## config.mk

```make
export PLATFORM = sky130hd
export DESIGN_NAME = load_store_unit
export DESIGN_NICKNAME = d
export VERILOG_FILES = /design/src/rtl/upower_pkg.sv /design/src/rtl/lsu_lane_align.sv /design/src/rtl/load_store_unit.sv
export SDC_FILE = /design/constraint.sdc
export NUM_CORES = 1
export LEC_CHECK = 0
export ABC_AREA = 1
export CORE_AREA = 2 2 162 164
export CTS_CLUSTER_SIZE = 16
export DETAILED_ROUTE_END_ITERATION = 8
export DIE_AREA = 0 0 164 166
export PLACE_DENSITY = 0.89
export SLEW_MARGIN = 10
export SYNTH_ARGS = -nofsm -noshare
export SYNTH_HDL_FRONTEND = slang
export SYNTH_SLANG_ARGS = --single-unit
```

## constraint.sdc

```tcl
create_clock -name clk -period 2.6 [get_ports clk]
set_input_delay 0.52 -clock clk [delete_from_list [all_inputs] [get_ports clk]]
set_output_delay 0.52 -clock clk [all_outputs]
set_load 0.02 [all_outputs]
```

## src/rtl/upower_pkg.sv

```systemverilog
// Shared definitions for the load/store unit: primary opcode values, the
// access-size and FSM-state enums, and small opcode decode helpers used by
// both the top level and the lane-alignment datapath.
package upower_pkg;

  localparam logic [5:0] OP_LBZ = 6'd34;
  localparam logic [5:0] OP_LHZ = 6'd40;
  localparam logic [5:0] OP_LWZ = 6'd32;
  localparam logic [5:0] OP_LD  = 6'd58;
  localparam logic [5:0] OP_STB = 6'd38;
  localparam logic [5:0] OP_STH = 6'd44;
  localparam logic [5:0] OP_STW = 6'd36;
  localparam logic [5:0] OP_STD = 6'd62;

  typedef enum logic [1:0] {SZ_B, SZ_H, SZ_W, SZ_D} size_e;

  typedef enum logic [1:0] {IDLE, ISSUE, WB} state_e;

  // True for any of the eight supported load/store opcodes.
  function automatic logic op_legal(input logic [5:0] op);
    case (op)
      OP_LBZ, OP_LHZ, OP_LWZ, OP_LD,
      OP_STB, OP_STH, OP_STW, OP_STD: op_legal = 1'b1;
      default:                        op_legal = 1'b0;
    endcase
  endfunction

  // True for the four load opcodes; only meaningful for legal opcodes.
  function automatic logic op_is_load(input logic [5:0] op);
    case (op)
      OP_LBZ, OP_LHZ, OP_LWZ, OP_LD: op_is_load = 1'b1;
      default:                       op_is_load = 1'b0;
    endcase
  endfunction

  // Access size of an opcode; illegal opcodes fall through to doubleword,
  // which is harmless because they never reach the memory port.
  function automatic size_e op_size(input logic [5:0] op);
    case (op)
      OP_LBZ, OP_STB: op_size = SZ_B;
      OP_LHZ, OP_STH: op_size = SZ_H;
      OP_LWZ, OP_STW: op_size = SZ_W;
      default:        op_size = SZ_D;
    endcase
  endfunction

endpackage

```

## src/rtl/lsu_lane_align.sv

```systemverilog
// Combinational lane steering for the load/store unit.
// Ports:
//   size_i       access size (byte/half/word/double)
//   lane_i       byte lane within the doubleword, ea[2:0]
//   store_data_i source register value for stores
//   rdata_i      doubleword returned by memory
//   be_o         byte enables, bit i = byte lane i
//   wdata_o      store data shifted into its lanes
//   rdata_o      load data shifted down and zero-extended to 64 bits
//   misalign_o   access does not sit on its natural alignment
module lsu_lane_align
  import upower_pkg::*;
(
  input  size_e       size_i,
  input  logic [2:0]  lane_i,
  input  logic [63:0] store_data_i,
  input  logic [63:0] rdata_i,
  output logic [7:0]  be_o,
  output logic [63:0] wdata_o,
  output logic [63:0] rdata_o,
  output logic        misalign_o
);

  logic [7:0]  be_base;
  logic [63:0] size_mask;
  logic [5:0]  bit_shift;

  // Build the size-dependent enable pattern and data mask, then move them to
  // the addressed lane. Masking the store data first keeps unused lanes of
  // mem_wdata at zero instead of carrying stray high register bits.
  always_comb begin
    be_base    = 8'h01;
    size_mask  = 64'h0000_0000_0000_00FF;
    misalign_o = 1'b0;
    case (size_i)
      SZ_B: begin
        be_base    = 8'h01;
        size_mask  = 64'h0000_0000_0000_00FF;
        misalign_o = 1'b0;
      end
      SZ_H: begin
        be_base    = 8'h03;
        size_mask  = 64'h0000_0000_0000_FFFF;
        misalign_o = lane_i[0];
      end
      SZ_W: begin
        be_base    = 8'h0F;
        size_mask  = 64'h0000_0000_FFFF_FFFF;
        misalign_o = |lane_i[1:0];
      end
      SZ_D: begin
        be_base    = 8'hFF;
        size_mask  = 64'hFFFF_FFFF_FFFF_FFFF;
        misalign_o = |lane_i;
      end
      default: begin
        be_base    = 8'h01;
        size_mask  = 64'h0000_0000_0000_00FF;
        misalign_o = 1'b0;
      end
    endcase
    bit_shift = {lane_i, 3'b000};
    be_o      = be_base << lane_i;
    wdata_o   = (store_data_i & size_mask) << bit_shift;
    rdata_o   = (rdata_i >> bit_shift) & size_mask;
  end

endmodule

```

## src/rtl/load_store_unit.sv

```systemverilog
// Load/store unit: initiator side of the data-memory interface.
// Accepts one operation at a time from execute, issues a single req/ack
// doubleword access, and writes zero-extended load data back.
// Ports:
//   clk, rst                       clock, synchronous active-high reset
//   op_valid/op_ready              execute-stage handshake
//   opcode, ea, store_data, rd     operation fields
//   mem_req/we/addr/wdata/be       memory request, held until mem_ack
//   mem_ack, mem_rdata             memory completion and read data
//   wb_en, wb_rd, wb_data          one-cycle register write-back
//   err_misalign/illegal/timeout   one-cycle error pulses
module load_store_unit
  import upower_pkg::*;
#(
  parameter int unsigned TIMEOUT = 255
) (
  input  logic        clk,
  input  logic        rst,
  input  logic        op_valid,
  output logic        op_ready,
  input  logic [5:0]  opcode,
  input  logic [63:0] ea,
  input  logic [63:0] store_data,
  input  logic [4:0]  rd,
  output logic        mem_req,
  output logic        mem_we,
  output logic [63:0] mem_addr,
  output logic [63:0] mem_wdata,
  output logic [7:0]  mem_be,
  input  logic        mem_ack,
  input  logic [63:0] mem_rdata,
  output logic        wb_en,
  output logic [4:0]  wb_rd,
  output logic [63:0] wb_data,
  output logic        err_misalign,
  output logic        err_illegal,
  output logic        err_timeout
);

  localparam logic [8:0] TimeoutLim = 9'(TIMEOUT);

  state_e      state_q, state_d;
  logic [7:0]  cnt_q, cnt_d;
  size_e       size_q, size_sel;
  logic [2:0]  lane_q, lane_sel;
  logic        load_q;
  logic [4:0]  rd_q;
  logic        we_q;
  logic [63:0] addr_q, wdata_q, wb_data_q;
  logic [7:0]  be_q;
  logic        err_mis_q, err_mis_d;
  logic        err_ill_q, err_ill_d;
  logic        err_to_q, err_to_d;
  logic        accept;
  logic [7:0]  be_calc;
  logic [63:0] wdata_calc, rdata_calc;
  logic        misalign_calc;

  assign op_ready = (state_q == IDLE) && !rst;
  assign accept   = op_valid && op_ready;

  // While idle the aligner looks at the incoming operation (for the accept
  // checks and request setup); afterwards it follows the latched access so
  // load data can be extracted when the ack arrives.
  assign size_sel = (state_q == IDLE) ? op_size(opcode) : size_q;
  assign lane_sel = (state_q == IDLE) ? ea[2:0] : lane_q;

  lsu_lane_align u_align (
    .size_i       (size_sel),
    .lane_i       (lane_sel),
    .store_data_i (store_data),
    .rdata_i      (mem_rdata),
    .be_o         (be_calc),
    .wdata_o      (wdata_calc),
    .rdata_o      (rdata_calc),
    .misalign_o   (misalign_calc)
  );

  // Next-state logic. The timeout counter holds the number of completed
  // unacked request cycles, so the request is abandoned at the end of the
  // TIMEOUT-th cycle; an ack in that same cycle still wins.
  always_comb begin
    state_d   = state_q;
    cnt_d     = cnt_q;
    err_ill_d = 1'b0;
    err_mis_d = 1'b0;
    err_to_d  = 1'b0;
    case (state_q)
      IDLE: begin
        if (accept) begin
          if (!op_legal(opcode)) begin
            err_ill_d = 1'b1;
          end else if (misalign_calc) begin
            err_mis_d = 1'b1;
          end else begin
            state_d = ISSUE;
            cnt_d   = 8'd0;
          end
        end
      end
      ISSUE: begin
        if (mem_ack) begin
          state_d = load_q ? WB : IDLE;
        end else if (({1'b0, cnt_q} + 9'd1) == TimeoutLim) begin
          state_d  = IDLE;
          err_to_d = 1'b1;
        end else begin
          cnt_d = cnt_q + 8'd1;
        end
      end
      WB: begin
        state_d = IDLE;
      end
      default: begin
        state_d = IDLE;
      end
    endcase
  end

  // State and datapath registers. Request fields are captured only when a
  // legal, aligned operation is accepted, so they stay stable while mem_req
  // is held. Reset abandons any transaction without a pulse or write-back.
  always_ff @(posedge clk) begin
    if (rst) begin
      state_q   <= IDLE;
      cnt_q     <= 8'd0;
      size_q    <= SZ_B;
      lane_q    <= 3'd0;
      load_q    <= 1'b0;
      rd_q      <= 5'd0;
      we_q      <= 1'b0;
      addr_q    <= 64'd0;
      wdata_q   <= 64'd0;
      be_q      <= 8'd0;
      wb_data_q <= 64'd0;
      err_mis_q <= 1'b0;
      err_ill_q <= 1'b0;
      err_to_q  <= 1'b0;
    end else begin
      state_q   <= state_d;
      cnt_q     <= cnt_d;
      err_mis_q <= err_mis_d;
      err_ill_q <= err_ill_d;
      err_to_q  <= err_to_d;
      if (state_q == IDLE && state_d == ISSUE) begin
        size_q  <= op_size(opcode);
        lane_q  <= ea[2:0];
        load_q  <= op_is_load(opcode);
        rd_q    <= rd;
        we_q    <= !op_is_load(opcode);
        addr_q  <= {ea[63:3], 3'b000};
        wdata_q <= wdata_calc;
        be_q    <= be_calc;
      end
      if (state_q == ISSUE && mem_ack && load_q) begin
        wb_data_q <= rdata_calc;
      end
    end
  end

  assign mem_req      = (state_q == ISSUE);
  assign mem_we       = we_q;
  assign mem_addr     = addr_q;
  assign mem_wdata    = wdata_q;
  assign mem_be       = be_q;
  assign wb_en        = (state_q == WB);
  assign wb_rd        = rd_q;
  assign wb_data      = wb_data_q;
  assign err_misalign = err_mis_q;
  assign err_illegal  = err_ill_q;
  assign err_timeout  = err_to_q;

endmodule

```

## Word-level counts from Yosys, hierarchy flattened

Cells that the tools add are included.

- Equality and inequality tests: 20
- Add/sub/neg operators: 2
- Muxes and demuxes: 28
- Reductions and logical operators: 21
- $mul: 0
- Bitwise logic cells: 6
- Order comparisons: 0
- Shifts and indexed selects: 3
- Divide/modulo/power cells: 0

Operators by type and width:

| cell | number |
|---|---|
| $pmux 64 s4 | 1 |
| $and 64x64->64 | 2 |
| $shl 64x6->64 | 1 |
| $shr 64x6->64 | 1 |
| $eq 6x6->1 const B | 8 |
| $mux 8 | 5 |
| $pmux 8 s4 | 1 |
| $pmux 8 s2 | 1 |
| $mux 2 | 7 |
| $add 8x1->9 const B | 1 |
| $eq 9x8->1 const B | 1 |
| $mux 1 | 9 |
| $reduce_or 3->1 | 3 |
| $add 8x1->8 const B | 1 |
| $ne 2x2->1 const B | 4 |
| $reduce_or 2->1 | 4 |
| $reduce_or 4->1 | 2 |
| $reduce_or 8->1 | 1 |
| $shl 8x3->8 | 1 |
| $eq 2x1->1 const B | 3 |
| $eq 2x2->1 const B | 3 |
| $pmux 2 s3 | 1 |
| $reduce_and 6->1 | 1 |
| $logic_and 1x1->1 | 5 |
| 8 further kinds | 13 |

- Logic and storage cells: 94
- Register bits: 222
- Memories kept: 0
- Latch bits: 0
- ROM bits: 0
- Bits in writable memories: 0
- Output and inout bits: 212

## Depth between registers and ports, before layout

- Depth in word-level cells: 15
- Depth in mapped cells: 15
- Gate-level depth less buffers: 14

## Modules after synthesis

A second synthesis with hierarchy kept.

- Cell total of the unflattened synthesis: 2047
- Area, all modules: 12612.1 µm²

Modules (own cells, without submodules):

| module | sequential area each (µm²) | cells each | instances | area an instance (µm²) |
|---|---|---|---|---|
| load_store_unit | 4444.3 | 1051 | 1 | 8112.8 |
| lsu_lane_align | 0.0 | 996 | 1 | 4499.3 |

## Worst setup path after synthesis

No wires, ideal clock.

- Kind: input-to-reg
- Start: input port rst
- End: register be_q[6], in the netlist mem_be[6]
- Path slack: 464 ps
- Setup time: 117 ps
- Cell stages on the path: 11
- Required time: 2483 ps
- Arrival time: 2019 ps
- Cells stage by stage: clkbuf_1 -> nor2_1 -> nand2_1 -> inv_1 -> nand2_1 -> inv_1 -> nand4_2 -> buf_4 -> buf_2 -> nor2_1 -> nor2_1

- Word-level cells in the longest chain between the ends: 7

RTL lines:

| item | RTL line | source |
|---|---|---|
| start, declared | load_store_unit.sv:18 | `input logic rst,` |
| $logic_not 1->1 | load_store_unit.sv:59 | `assign op_ready = (state_q == IDLE) && !rst;` |
| $logic_and 1x1->1 | load_store_unit.sv:59 |  |
| named net op_ready | load_store_unit.sv:20 | `output logic op_ready,` |
| $logic_and 1x1->1 | load_store_unit.sv:60 | `assign accept = op_valid && op_ready;` |
| $mux 2 | load_store_unit.sv:90 | `if (accept) begin` |
| $pmux 2 s2 | load_store_unit.sv:88 | `case (state_q)` |
| $eq 2x1->1 | load_store_unit.sv:145 | `if (state_q == IDLE && state_d == ISSUE) begin` |
| $logic_and 1x1->1 | load_store_unit.sv:145 |  |
| end signal, assigned | load_store_unit.sv:153 | `be_q <= be_calc;` |
| end, declared | load_store_unit.sv:50 | `logic [7:0] be_q;` |

The timed path passes the listed nets, and every way through them passes these cells.
A chain may end at the register's enable or synchronous reset.

## Final worst setup path

- Start: register state_q[1]
- End: output port op_ready

- Word-level cells in the longest chain between the ends: 2

RTL lines:

| item | RTL line | source |
|---|---|---|
| start, declared | load_store_unit.sv:42 | `state_e state_q, state_d;` |
| start signal, assigned | load_store_unit.sv:140 | `state_q <= state_d;` |
| $logic_not 2->1 | load_store_unit.sv:59 |  |
| $logic_and 1x1->1 | load_store_unit.sv:59 |  |
| end, declared | load_store_unit.sv:20 |  |

Every way passes these cells.

==> out/metrics.csv <==
stage,metric,value,unit
logic_synthesis,"EDFF count, synth",0,
global_routing,vias in the first global route,13796,
setup_path,nature of the critical path endpoint,output port,
drt,DR iter-0 viols,1583,
cts,CTS sink cnt,222,
timing,crit path time final,2.48,ns
setup_path,R2R setup slack,0.26,ns
min_path,min-delay worst type,in2reg,
timing,final-report hold violation count,0,
cts,worst skew pair latency,0.54,ns
power_and_ir_drop,worst-case vdd ir drop,0.000569,V
logic_synthesis,post-synth top area cell,dfxtp_1,
setup_path,Critical R2R Launch,state_q[1],
drt,DRT met1 WL,17200,um
timing,Fin Setup TNS,0,ns
global_routing,Total Routing Usage GR,0.355,
die,row count,59,
die,Die Span Y,166,um
timing,period utilization,0.953,
drt,Antenna Nets Post-Route,0,
timing,Worst Tran Pin Value,0.538,ns
die,Core ar.,25600,sq um
die,Chip Width,164,um
drt,total wire length,50300,um
setup_path,Critical-path top delay cell,clkdlybuf4s50_1,
placed_design,GPL Wtd Cong,0.999,
setup_path,worst-path fanout max,5,
logic_synthesis,synth top area cells,"dfxtp_1 (38%), nand2_1 (13%), nand3_1 (10%), nor2_1 (10%), o21ai_0 (8.2%)",
die,Ports,419,
cts,CTS Root Cell,clkbuf_16,
timing,Rel. slew slack,0.638,
cts,Post-CTS Hold Fix Bufs,0,
power_and_ir_drop,power density cells,479,nW/um^2
setup_path,"Cell Chain, Critical Path",inv_1 > nand2_1 > nor2_1 > clkdlybuf4s50_1,
global_routing,first-pass GRT wire length,76100,um
logic_synthesis,ys async rst share,0,
drt,Max Used Layer,met5,
min_path,Hold Crit Start,rst,
layout,Final Net Count,2412,
logic_synthesis,Syn. warnings,0,
power_and_ir_drop,leakage,0.00709,uW
drt,routed length on met2,23100,um
drt,1st-pass router iterations,7,
logic_synthesis,Avg Synthesized Cell Area,6.38,sq um
cts,CTS buffer count,25,
drt,routed length per instance,19.7,um
cts,# resized after CTS,0,
setup_path,critical path type,reg2out,
status,status,finished clean,
cts,Max Buffers Root-to-Sink,3,
drt,via count,14375,
logic_synthesis,synth unique cells,38,
logic_synthesis,cell area after synthesis,11600,sq um
timing,Setup Viol. Count Final,0,
layout,area occupied by multi-input gates,6200,sq um
cts,clock-pin slew on the worst setup and hold paths,0.06,ns
drt,met3 routed WL,5580,um
logic_synthesis,Yosys top cell area share,0.383,
cts,CTS tree,yes,
setup_path,r2r endpoint,mem_wdata[13],
flow_run,Max-Cap Viols,0,
drt,DRC,0,
cts,H-tree levels,1,
layout,synth-to-layout area growth,49.3,%
setup_path,CP peak stage delay,0.65,ns
layout,layout cells sized above 1,0.0639,
die,initial cell density of the core,0.453,
logic_synthesis,cells after synthesis,1817,
setup_path,Startpoint Class,register,
layout,sequential cell area,4440,sq um
logic_synthesis,Synth Flop Type,dfxtp_1,
setup_path,worst path required time,2.08,ns
timing,Worst Slack Setup Final,0.122,ns
cts,"Setup Fix Bufs, Post-CTS",0,
min_path,worst hold path stage count,4,
global_routing,initial antenna violation count,9,
timing,fmax,0.404,GHz
timing,final hold slack,0.359,ns
layout,fillers,2096,
timing,RSZ-0062 raised after global routing,no,
die,Total Die Area,27200,sq um
setup_path,crit path DAT,1.96,ns
min_path,Min-Delay Endpoint,err_illegal,
setup_path,WP buf/inv,2,
logic_synthesis,post-synthesis register bit count,222,
drt,Vias per Instance,5.61,
power_and_ir_drop,Tot Pwr,8300,uW
setup_path,reg2reg path depth,14,
global_routing,total congestion overflow,0,
layout,final core utilization,0.676,
placed_design,hpwl dp,36900,um
placed_design,Setup Slack @ Placement,-0.133,ns
logic_synthesis,sequential element share of the synthesized area,0.383,
setup_path,"Largest delay share family, worst path",buffers and inverters,
placed_design,Port Buffer Count,415,
global_routing,largest net degree at the start of global routing,104,
timing,Max Slew Vio Count,0,
timing,clk_skew,0.0237,ns
placed cells by master (no fill, tap or decap), types with 25 or more instances in the layout:
master           count
nand3_1            238
o21ai_0            189
dfxtp_1            222
clkdlybuf4s50_1    414
nor2_1             313
inv_1               94
a21oi_1             78
buf_4               59
nand2_1            414
o211ai_1            47
clkbuf_16           25
worst max path at each step:
stage	end	slack, ns	cells after the start	startpoint
after detailed placement	load_q	-0.13	13	opcode[5]
after global placement	load_q	-0.01	13	opcode[5]
after global routing	op_ready	0.07	4	state_q[1]
after floorplan	mem_be[6]	0.46	11	rst
final	op_ready	0.12	4	state_q[1]
after CTS	op_ready	0.12	4	state_q[1]
through the flow:
| stage | area (sq um) | instances |
|---|---|---|
| after floorplan | 11600 | 1819 |
| after global placement | 16500 | 2511 |
| after detailed placement | 16500 | 2511 |
| after CTS | 17300 | 2556 |
| after global routing | 17300 | 2559 |
| final | 17300 | 2561 |
worst register-to-register path, delay by kind of cell, from the launching register on:
kind                   cells  cell delay, ns
AOI/OAI and AO/OA          1            0.22
DFF                        1            0.45
and+or+nand+nor            9            1.01
buffers and inverters      4            0.54
flip-flops by register name, summed over array words and instances, names as in the netlist:
| signal | count |
|---|---|
| err_misalign | 1 |
| mem_addr | 61 |
| cnt_q | 8 |
| load_q | 1 |
| size_q | 2 |
| mem_we | 1 |
| wb_rd | 5 |
| mem_wdata | 64 |
| mem_be | 8 |
| err_illegal | 1 |
| err_timeout | 1 |
| wb_data | 64 |
| lane_q | 3 |
| state_q | 2 |
kinds of logic after synthesis:
kind of cell / count (synthesis) / share of synthesized area
AO/OA/AOI/OAI: 348 / 0.166
adder cells (fa/ha/maj): 2 / 0.00216
XOR/XNOR: 5 / 0.00378
buffers and inverters: 240 / 0.0857
flip-flops: 222 / 0.383
AND/OR/NAND/NOR: 999 / 0.359
other: 1 / 0.000323
per-layer routing:
| layer | GRT usage | vias up |
|---|---|---|
| met3 | 0.0879 | 222 |
| li1 | - | 6765 |
| met4 | 0.264 | 8 |
| met5 | 0 | - |
| met2 | 0.586 | 978 |
| met1 | 0.393 | 6402 |
power by group:
group	switching [uW]	leakage (uW)	internal, uW
clock network	1470	0.000403	2050
logic	758	0.00490	597
registers	11.4	0.00179	3420
total	2240	0.00709	6060
cells in the mapped netlist, types with 9 or more instances:
master / instances
a21oi_1: 78
o211ai_1: 47
buf_2: 30
buf_1: 18
o22ai_1: 15
nand4_1: 12
buf_4: 11
inv_1: 94
o21ai_0: 189
a211oi_1: 9
nand2_1: 414
nor2_1: 313
dfxtp_1: 222
nand3_1: 238
clkbuf_1: 79
final cells by class:
type                            instances  area share
Sequential cell                       222       0.257
Antenna cell                            5    0.000722
Multi-Input combinational cell       1357       0.358
Clock buffer                           35      0.0418
Tap cell                              335      0.0242
Clock inverter                         10     0.00535
Timing Repair Buffer                  497       0.292
Inverter                              100      0.0217
Power figures use the tool's default switching activity.
